==> src/rtl/multicycle_control_unit.sv <==
// Multi-cycle MIPS control FSM: sequences FETCH/DECODE/EXEC/MEM/WB and drives
// datapath strobes, with a memory ready handshake and a multi-cycle MUL hold.
module multicycle_control_unit #(
   parameter int unsigned ALU_OP_W   = 4,
   parameter int unsigned MULDIV_LAT = 4,
   parameter bit          ENABLE_MUL = 1'b1
) (
   input  logic                clk,
   input  logic                reset,
   input  logic [5:0]          opcode,
   input  logic [5:0]          funct,
   input  logic                alu_zero,
   input  logic                mem_ready,
   output logic                mem_req,
   output logic                ir_write,
   output logic                pc_write,
   output logic [1:0]          pc_src,
   output logic [1:0]          reg_dst,
   output logic                mem_to_reg,
   output logic [ALU_OP_W-1:0] opALU,
   output logic                origALU,
   output logic                write_enable_mem,
   output logic                write_enable_reg,
   output logic                illegal_op,
   output logic [2:0]          state_o
);

   localparam int unsigned CNT_W = 4;
   localparam logic [CNT_W-1:0] MUL_LAST = CNT_W'(MULDIV_LAT - 1);

   localparam logic [5:0] OP_RTYPE = 6'b000000;
   localparam logic [5:0] OP_J     = 6'b000010;
   localparam logic [5:0] OP_JAL   = 6'b000011;
   localparam logic [5:0] OP_BEQ   = 6'b000100;
   localparam logic [5:0] OP_ADDI  = 6'b001000;
   localparam logic [5:0] OP_ANDI  = 6'b001100;
   localparam logic [5:0] OP_ORI   = 6'b001101;
   localparam logic [5:0] OP_XORI  = 6'b001110;
   localparam logic [5:0] OP_MUL   = 6'b011100;
   localparam logic [5:0] OP_LW    = 6'b100011;
   localparam logic [5:0] OP_SW    = 6'b101011;
   localparam logic [5:0] FN_JR    = 6'b001000;
   localparam logic [5:0] FN_JALR  = 6'b001001;

   localparam logic [1:0] PC_BR  = 2'b00;
   localparam logic [1:0] PC_JMP = 2'b01;
   localparam logic [1:0] PC_RS  = 2'b10;
   localparam logic [1:0] PC_SEQ = 2'b11;
   localparam logic [1:0] RD_RT  = 2'd0;
   localparam logic [1:0] RD_RD  = 2'd1;
   localparam logic [1:0] RD_RA  = 2'd2;

   typedef enum logic [2:0] {
      S_FETCH  = 3'd0,
      S_DECODE = 3'd1,
      S_EXEC   = 3'd2,
      S_MEM    = 3'd3,
      S_WB     = 3'd4
   } state_t;

   state_t             r_state;
   state_t             w_next_state;
   logic [5:0]         r_op;
   logic [5:0]         r_funct;
   logic [CNT_W-1:0]   r_mul_cnt;
   logic [CNT_W-1:0]   w_mul_cnt_next;
   logic [ALU_OP_W-1:0] w_alu_op;
   logic               w_orig;
   logic               w_is_jr;

   function automatic logic is_legal(input logic [5:0] op);
      case (op)
         OP_RTYPE, OP_J, OP_JAL, OP_BEQ, OP_ADDI, OP_ANDI,
         OP_ORI, OP_XORI, OP_LW, OP_SW: is_legal = 1'b1;
         OP_MUL:                        is_legal = (ENABLE_MUL != 1'b0);
         default:                       is_legal = 1'b0;
      endcase
   endfunction

   // State, latched instruction fields and MUL hold counter
   always_ff @(posedge clk) begin
      if (reset) begin
         r_state   <= S_FETCH;
         r_op      <= 6'd0;
         r_funct   <= 6'd0;
         r_mul_cnt <= '0;
      end else begin
         r_state   <= w_next_state;
         r_mul_cnt <= w_mul_cnt_next;
         if (r_state == S_DECODE) begin
            r_op    <= opcode;
            r_funct <= funct;
         end
      end
   end

   // ALU controls from the latched instruction; held from EXEC through WB
   always_comb begin
      w_alu_op = '0;
      w_orig   = 1'b0;
      w_is_jr  = (r_op == OP_RTYPE) && ((r_funct == FN_JR) || (r_funct == FN_JALR));
      case (r_op)
         OP_RTYPE: if (!w_is_jr) w_alu_op = ALU_OP_W'(r_funct);
         OP_ADDI: begin w_alu_op = ALU_OP_W'(1); w_orig = 1'b1; end
         OP_ANDI: begin w_alu_op = ALU_OP_W'(3); w_orig = 1'b1; end
         OP_ORI:  begin w_alu_op = ALU_OP_W'(4); w_orig = 1'b1; end
         OP_XORI: begin w_alu_op = ALU_OP_W'(5); w_orig = 1'b1; end
         OP_LW, OP_SW: begin w_alu_op = ALU_OP_W'(1); w_orig = 1'b1; end
         OP_BEQ:  w_alu_op = ALU_OP_W'(2);
         default: w_alu_op = '0;
      endcase
   end

   // Next state and control outputs; everything stays at defaults during reset
   always_comb begin
      w_next_state     = S_FETCH;
      w_mul_cnt_next   = '0;
      mem_req          = 1'b0;
      ir_write         = 1'b0;
      pc_write         = 1'b0;
      pc_src           = PC_SEQ;
      reg_dst          = RD_RT;
      mem_to_reg       = 1'b0;
      opALU            = '0;
      origALU          = 1'b0;
      write_enable_mem = 1'b0;
      write_enable_reg = 1'b0;
      illegal_op       = 1'b0;
      state_o          = 3'd0;
      if (!reset) begin
         state_o = 3'(r_state);
         case (r_state)
            S_FETCH: begin
               mem_req      = 1'b1;
               w_next_state = S_FETCH;
               if (mem_ready) begin
                  ir_write     = 1'b1;
                  pc_write     = 1'b1;
                  w_next_state = S_DECODE;
               end
            end
            S_DECODE: begin
               if (is_legal(opcode)) w_next_state = S_EXEC;
               else                  illegal_op   = 1'b1;
            end
            S_EXEC: begin
               opALU        = w_alu_op;
               origALU      = w_orig;
               w_next_state = S_WB;
               case (r_op)
                  OP_RTYPE: begin
                     if (w_is_jr) begin
                        pc_write     = 1'b1;
                        pc_src       = PC_RS;
                        w_next_state = S_FETCH;
                        if (r_funct == FN_JALR) begin
                           write_enable_reg = 1'b1;
                           reg_dst          = RD_RA;
                        end
                     end
                  end
                  OP_LW, OP_SW: w_next_state = S_MEM;
                  OP_BEQ: begin
                     pc_src       = PC_BR;
                     pc_write     = alu_zero;
                     w_next_state = S_FETCH;
                  end
                  OP_J: begin
                     pc_write     = 1'b1;
                     pc_src       = PC_JMP;
                     w_next_state = S_FETCH;
                  end
                  OP_JAL: begin
                     pc_write         = 1'b1;
                     pc_src           = PC_JMP;
                     write_enable_reg = 1'b1;
                     reg_dst          = RD_RA;
                     w_next_state     = S_FETCH;
                  end
                  OP_MUL: begin
                     reg_dst = RD_RD;
                     if (r_mul_cnt >= MUL_LAST) begin
                        w_next_state = S_WB;
                     end else begin
                        w_next_state   = S_EXEC;
                        w_mul_cnt_next = r_mul_cnt + CNT_W'(1);
                     end
                  end
                  default: w_next_state = S_WB;
               endcase
            end
            S_MEM: begin
               mem_req      = 1'b1;
               opALU        = w_alu_op;
               origALU      = w_orig;
               w_next_state = S_MEM;
               if (mem_ready) begin
                  if (r_op == OP_SW) begin
                     write_enable_mem = 1'b1;
                     w_next_state     = S_FETCH;
                  end else begin
                     w_next_state = S_WB;
                  end
               end
            end
            S_WB: begin
               opALU            = w_alu_op;
               origALU          = w_orig;
               write_enable_reg = 1'b1;
               w_next_state     = S_FETCH;
               case (r_op)
                  OP_RTYPE, OP_MUL: reg_dst    = RD_RD;
                  OP_LW:            mem_to_reg = 1'b1;
                  default:          reg_dst    = RD_RT;
               endcase
            end
            default: w_next_state = S_FETCH;
         endcase
      end
   end

endmodule

==> config.mk <==
export PLATFORM = sky130hd
export DESIGN_NAME = multicycle_control_unit
export DESIGN_NICKNAME = d
export VERILOG_FILES = /design/src/rtl/multicycle_control_unit.sv
export SDC_FILE = /design/constraint.sdc
export NUM_CORES = 1
export LEC_CHECK = 0
export CAP_MARGIN = 20
export CORE_ASPECT_RATIO = 0.8
export CORE_UTILIZATION = 26
export CTS_BUF_LIST = sky130_fd_sc_hd__clkbuf_8 sky130_fd_sc_hd__clkbuf_16
export CTS_CLUSTER_SIZE = 12
export DETAILED_ROUTE_END_ITERATION = 8
export GPL_ROUTABILITY_DRIVEN = 0
export SYNTH_ARGS = -nofsm -noshare
export SYNTH_HDL_FRONTEND = slang
export SYNTH_SLANG_ARGS = --single-unit
export TNS_END_PERCENT = 1
==> constraint.sdc <==
create_clock -name clk -period 3.4 [get_ports clk]
set_input_delay 0.68 -clock clk [delete_from_list [all_inputs] [get_ports clk]]
set_output_delay 0.68 -clock clk [all_outputs]
set_load 0.005 [all_outputs]
==> metrics.md <==
| Metric | Value |
|---|---|
| P per Cell Area | slightly above 300 nW/um^2 |
| Starting Density | a little over a quarter |
| Worst Setup Start Kind | input port |
| CTS clock-pin slew for the worst setup and hold paths | about 0.07 ns |
| Sequential share of power | 48.8% |
| Die area | about 5000 sq um |
| Synth Register Bits | 19 |
| Worst path bufs/invs | 2 |
| Routed Antenna Nets | 0 |
| Post-CTS Resized | 0 |
| Req. time, crit path | 2.72 ns |
| Synth Flop Type | dfxtp_1 |
| Fmax | 0.309 GHz |
| Largest net degree at the start of global routing | 16 |
| I/O pins | 35 |
| CTS Buf Count | 3 |
| CTS tree | yes |
| CTS H-tree lvls | 1 |
| Outcome | completed |
| GR Util All Layers | 13.5% |
| Placed cell count | 255 |
| NetSw | 0.000143 W |
| Worst skew pair latency | roughly 0.26 ns |
| First-pass iteration count of the detailed router | 4 |
| Switch share | 28.1% |
| Cells along the critical path | clkdlybuf4s50_1 -> nor2_1 -> nand2_1 -> or4_1 -> o21ai_1 -> clkdlybuf4s50_1 |
| Mean post-synth cell area | 7.38 sq um |
| Routed vias/inst | 4.98 |
| WL met1 | 1710 um |
| Overflow after GRT | 0 |
| Final hold violation count | 0 |
| Seq/Total Area, Yosys | 30.5% |
| Vias post-DR | 1290 |
| Setup TNS | 0 ns |
| WP data arrival | 2.55 ns |
| Layout cells sized above 1 | 6.03% |
| Combinational share of power | 19.6% |
| Commonest non-fill, non-tap cell in the layout | clkdlybuf4s50_1 |
| Finished Layout Cells | approximately 260 |
| Max-slew violation count | 0 |
| Synth cell types | 42 |
| Slew headroom | 64.9% |
| Clock Root Buffer | clkbuf_8 |
| Initial DRC Count | 89 |
| Layout area overhead | 33.7% |
| Final Worst Setup Slack | 0.165 ns |
| Post-Syn Area | 1250 sq um |
| First-pass GRT wire length | around 5300 um |
| CP Max Fanout | 4 |
| Most Frequent Cell on Critical Path | clkdlybuf4s50_1 |
| Async S/R FF share, synth | 0% |
| Post-CTS Setup Repair Bufs | 0 |
| # clock sinks | 19 |
| Inserted Diodes | 0 |
| Clock Skew | 0.00364 ns |
| Fin nets | 217 |
| Routed WL per cell | 12.7 um |
| Max rail drop VDD | around 0.14 mV |
| Critical path class | in2out |
| Final cycle utilization of the critical path | 95.1% |
| Slowest CP cell | clkdlybuf4s50_1 |
| Clock share of power | around a third |
| Synth warn | 0 |
| Worst setup EP type | output pin |
| RSZ-0062 raised after global routing | false |
| Int Pwr | approximately 0.00037 W |
| Final setup violation count | 0 |
| Hold-fix buffers, CTS | 0 |
| I/O Buffers | 34 |
| WL met3 | roughly 210 um |
| Post-synth EDFFs | 0 |
| Static leakage | 0.575 nW |
| Core area | about 4600 sq um |
| Hpwl dp | 2490 um |
| Mapped Cells | 169 |
| CTS max path bufs | 2 |
| Total Routed Length | roughly 3300 um |
| Top layer in use | met4 |
| HP Class | reg2reg |
| Die H | between 60 and 70 um |
| Met2 wire length | 1320 um |
| Max cap viols | 0 |
| Minimum clock period | about 3.2 ns |
| Die width | a little under 80 um |
| Row cnt | 22 |
| Crit-path max cell delay | slightly above 0.5 ns |
| Commonest cells after routing, fill and taps aside | 34 x clkdlybuf4s50_1, 30 x nand2_1, 19 x dfxtp_1 |
| Initial antenna violation count | 0 |
| Place WS | 0.169 ns |
| Vias in the first global route | about 1100 |
| Detailed-route DRC error count | 0 |
| Least-Margin Pin Slew | 0.522 ns |
| Crit-path leading delay family | buffers and inverters |
## per-stage QoR
stage / utilization [%] / instance area, sq um / hold WS (ns) / power, W
floorplan: - / 1250 / 0.405 / 0.000314
global placement: 35.3 / 1620 / 0.418 / 0.000354
detailed placement: 35.3 / 1620 / 0.424 / 0.000354
CTS: 36.3 / 1670 / 0.435 / 0.000515
global route: 36.3 / 1670 / 0.467 / 0.000540
finish: 36.3 / 1670 / 0.433 / 0.000510
## final cells by class
cell class                 instances  area (sq um)
tap                               60          75.1
inverter                           3          11.3
timing repair buffer              38           370
clock buffer                       3          41.3
clock inverter                     1          5.00
fill                             511          2930
sequential                        19           380
multi-input combinational        135           785
## sequential cells by signal, summed over array words and instances (netlist names)
name,cells
r_state,3
r_op,6
r_mul_cnt,4
r_funct,6
## power groups by stage
| stage | Sequential (W) | Clock (W) | Combinational [W] |
|---|---|---|---|
| 6_report | 0.000249 | 0.000161 | 0.000100 |
| 5_1_grt | 0.000251 | 0.000178 | 0.000111 |
| 4_1_cts | 0.000248 | 0.000166 | 0.000101 |
| 3_5_place_dp | 0.000254 | 0 | 0.0000999 |
| 3_3_place_gp | 0.000254 | 0 | 0.0000998 |
| 2_1_floorplan | 0.000242 | 0 | 0.0000729 |
## worst reg2reg max path: stages (launching register included)
cell	delay (ns)
dfxtp_1	0.56
nor2b_1	0.30
nand2_1	0.13
buf_4	0.16
a2111oi_0	0.35
a211o_1	0.15
## logic make-up (layout without fill, tap and decap cells)
logic type / count (synthesis) / after routing / share of synthesized area [%]
and+or+nand+nor: 87 / 87 / 39.2
xor gates and xnor gates: 1 / 1 / 0.702
buffers and inverters: 16 / 45 / 6.92
muxes: 1 / 1 / 0.802
DFF: 19 / 19 / 30.5
adders and majority gates: 1 / 1 / 1.00
AOI/OAI and AO/OA: 43 / 43 / 20.6
other: 1 / 2 / 0.301
## routing by layer
layer | global-route usage [%] | vias up
li1 | - | 659
met1 | 19.9 | 580
met2 | 18.8 | 46
met3 | 3.29 | 5
met4 | 4.09 | 0
met5 | 0 | -
## final timing paths
path / startpoint / end / slack (ns) / depth (start not counted)
max reg2reg: r_state[1] / r_state[2] / 1.70 / 5
min: r_mul_cnt[0] / r_mul_cnt[0] / 0.43 / 1
max: reset / pc_write / 0.17 / 6
min reg2reg: r_mul_cnt[0] / r_mul_cnt[0] / 0.43 / 1
## synthesized netlist by cell type, types with 2 or more instances
| library cell | n | area (sq um) |
|---|---|---|
| a31oi_1 | 3 | 18.8 |
| a211oi_1 | 2 | 15.0 |
| a211o_1 | 2 | 17.5 |
| inv_1 | 3 | 11.3 |
| buf_2 | 3 | 15.0 |
| buf_6 | 3 | 33.8 |
| nor2_1 | 8 | 30.0 |
| nand4b_1 | 2 | 17.5 |
| clkbuf_1 | 7 | 26.3 |
| or4_1 | 3 | 22.5 |
| nor3b_1 | 4 | 30.0 |
| nand2b_1 | 6 | 37.5 |
| nand3b_1 | 2 | 15.0 |
| and3_1 | 4 | 25.0 |
| a21oi_1 | 17 | 85.1 |
| nor2b_1 | 8 | 50.1 |
| or3b_2 | 2 | 17.5 |
| o21ai_0 | 10 | 50.1 |
| dfxtp_1 | 19 | 380 |
| nand3_1 | 2 | 10.0 |
| nand2_1 | 30 | 113 |
| nor4_1 | 5 | 31.3 |
| nor3_1 | 5 | 25.0 |
Power figures use the tool's default switching activity.
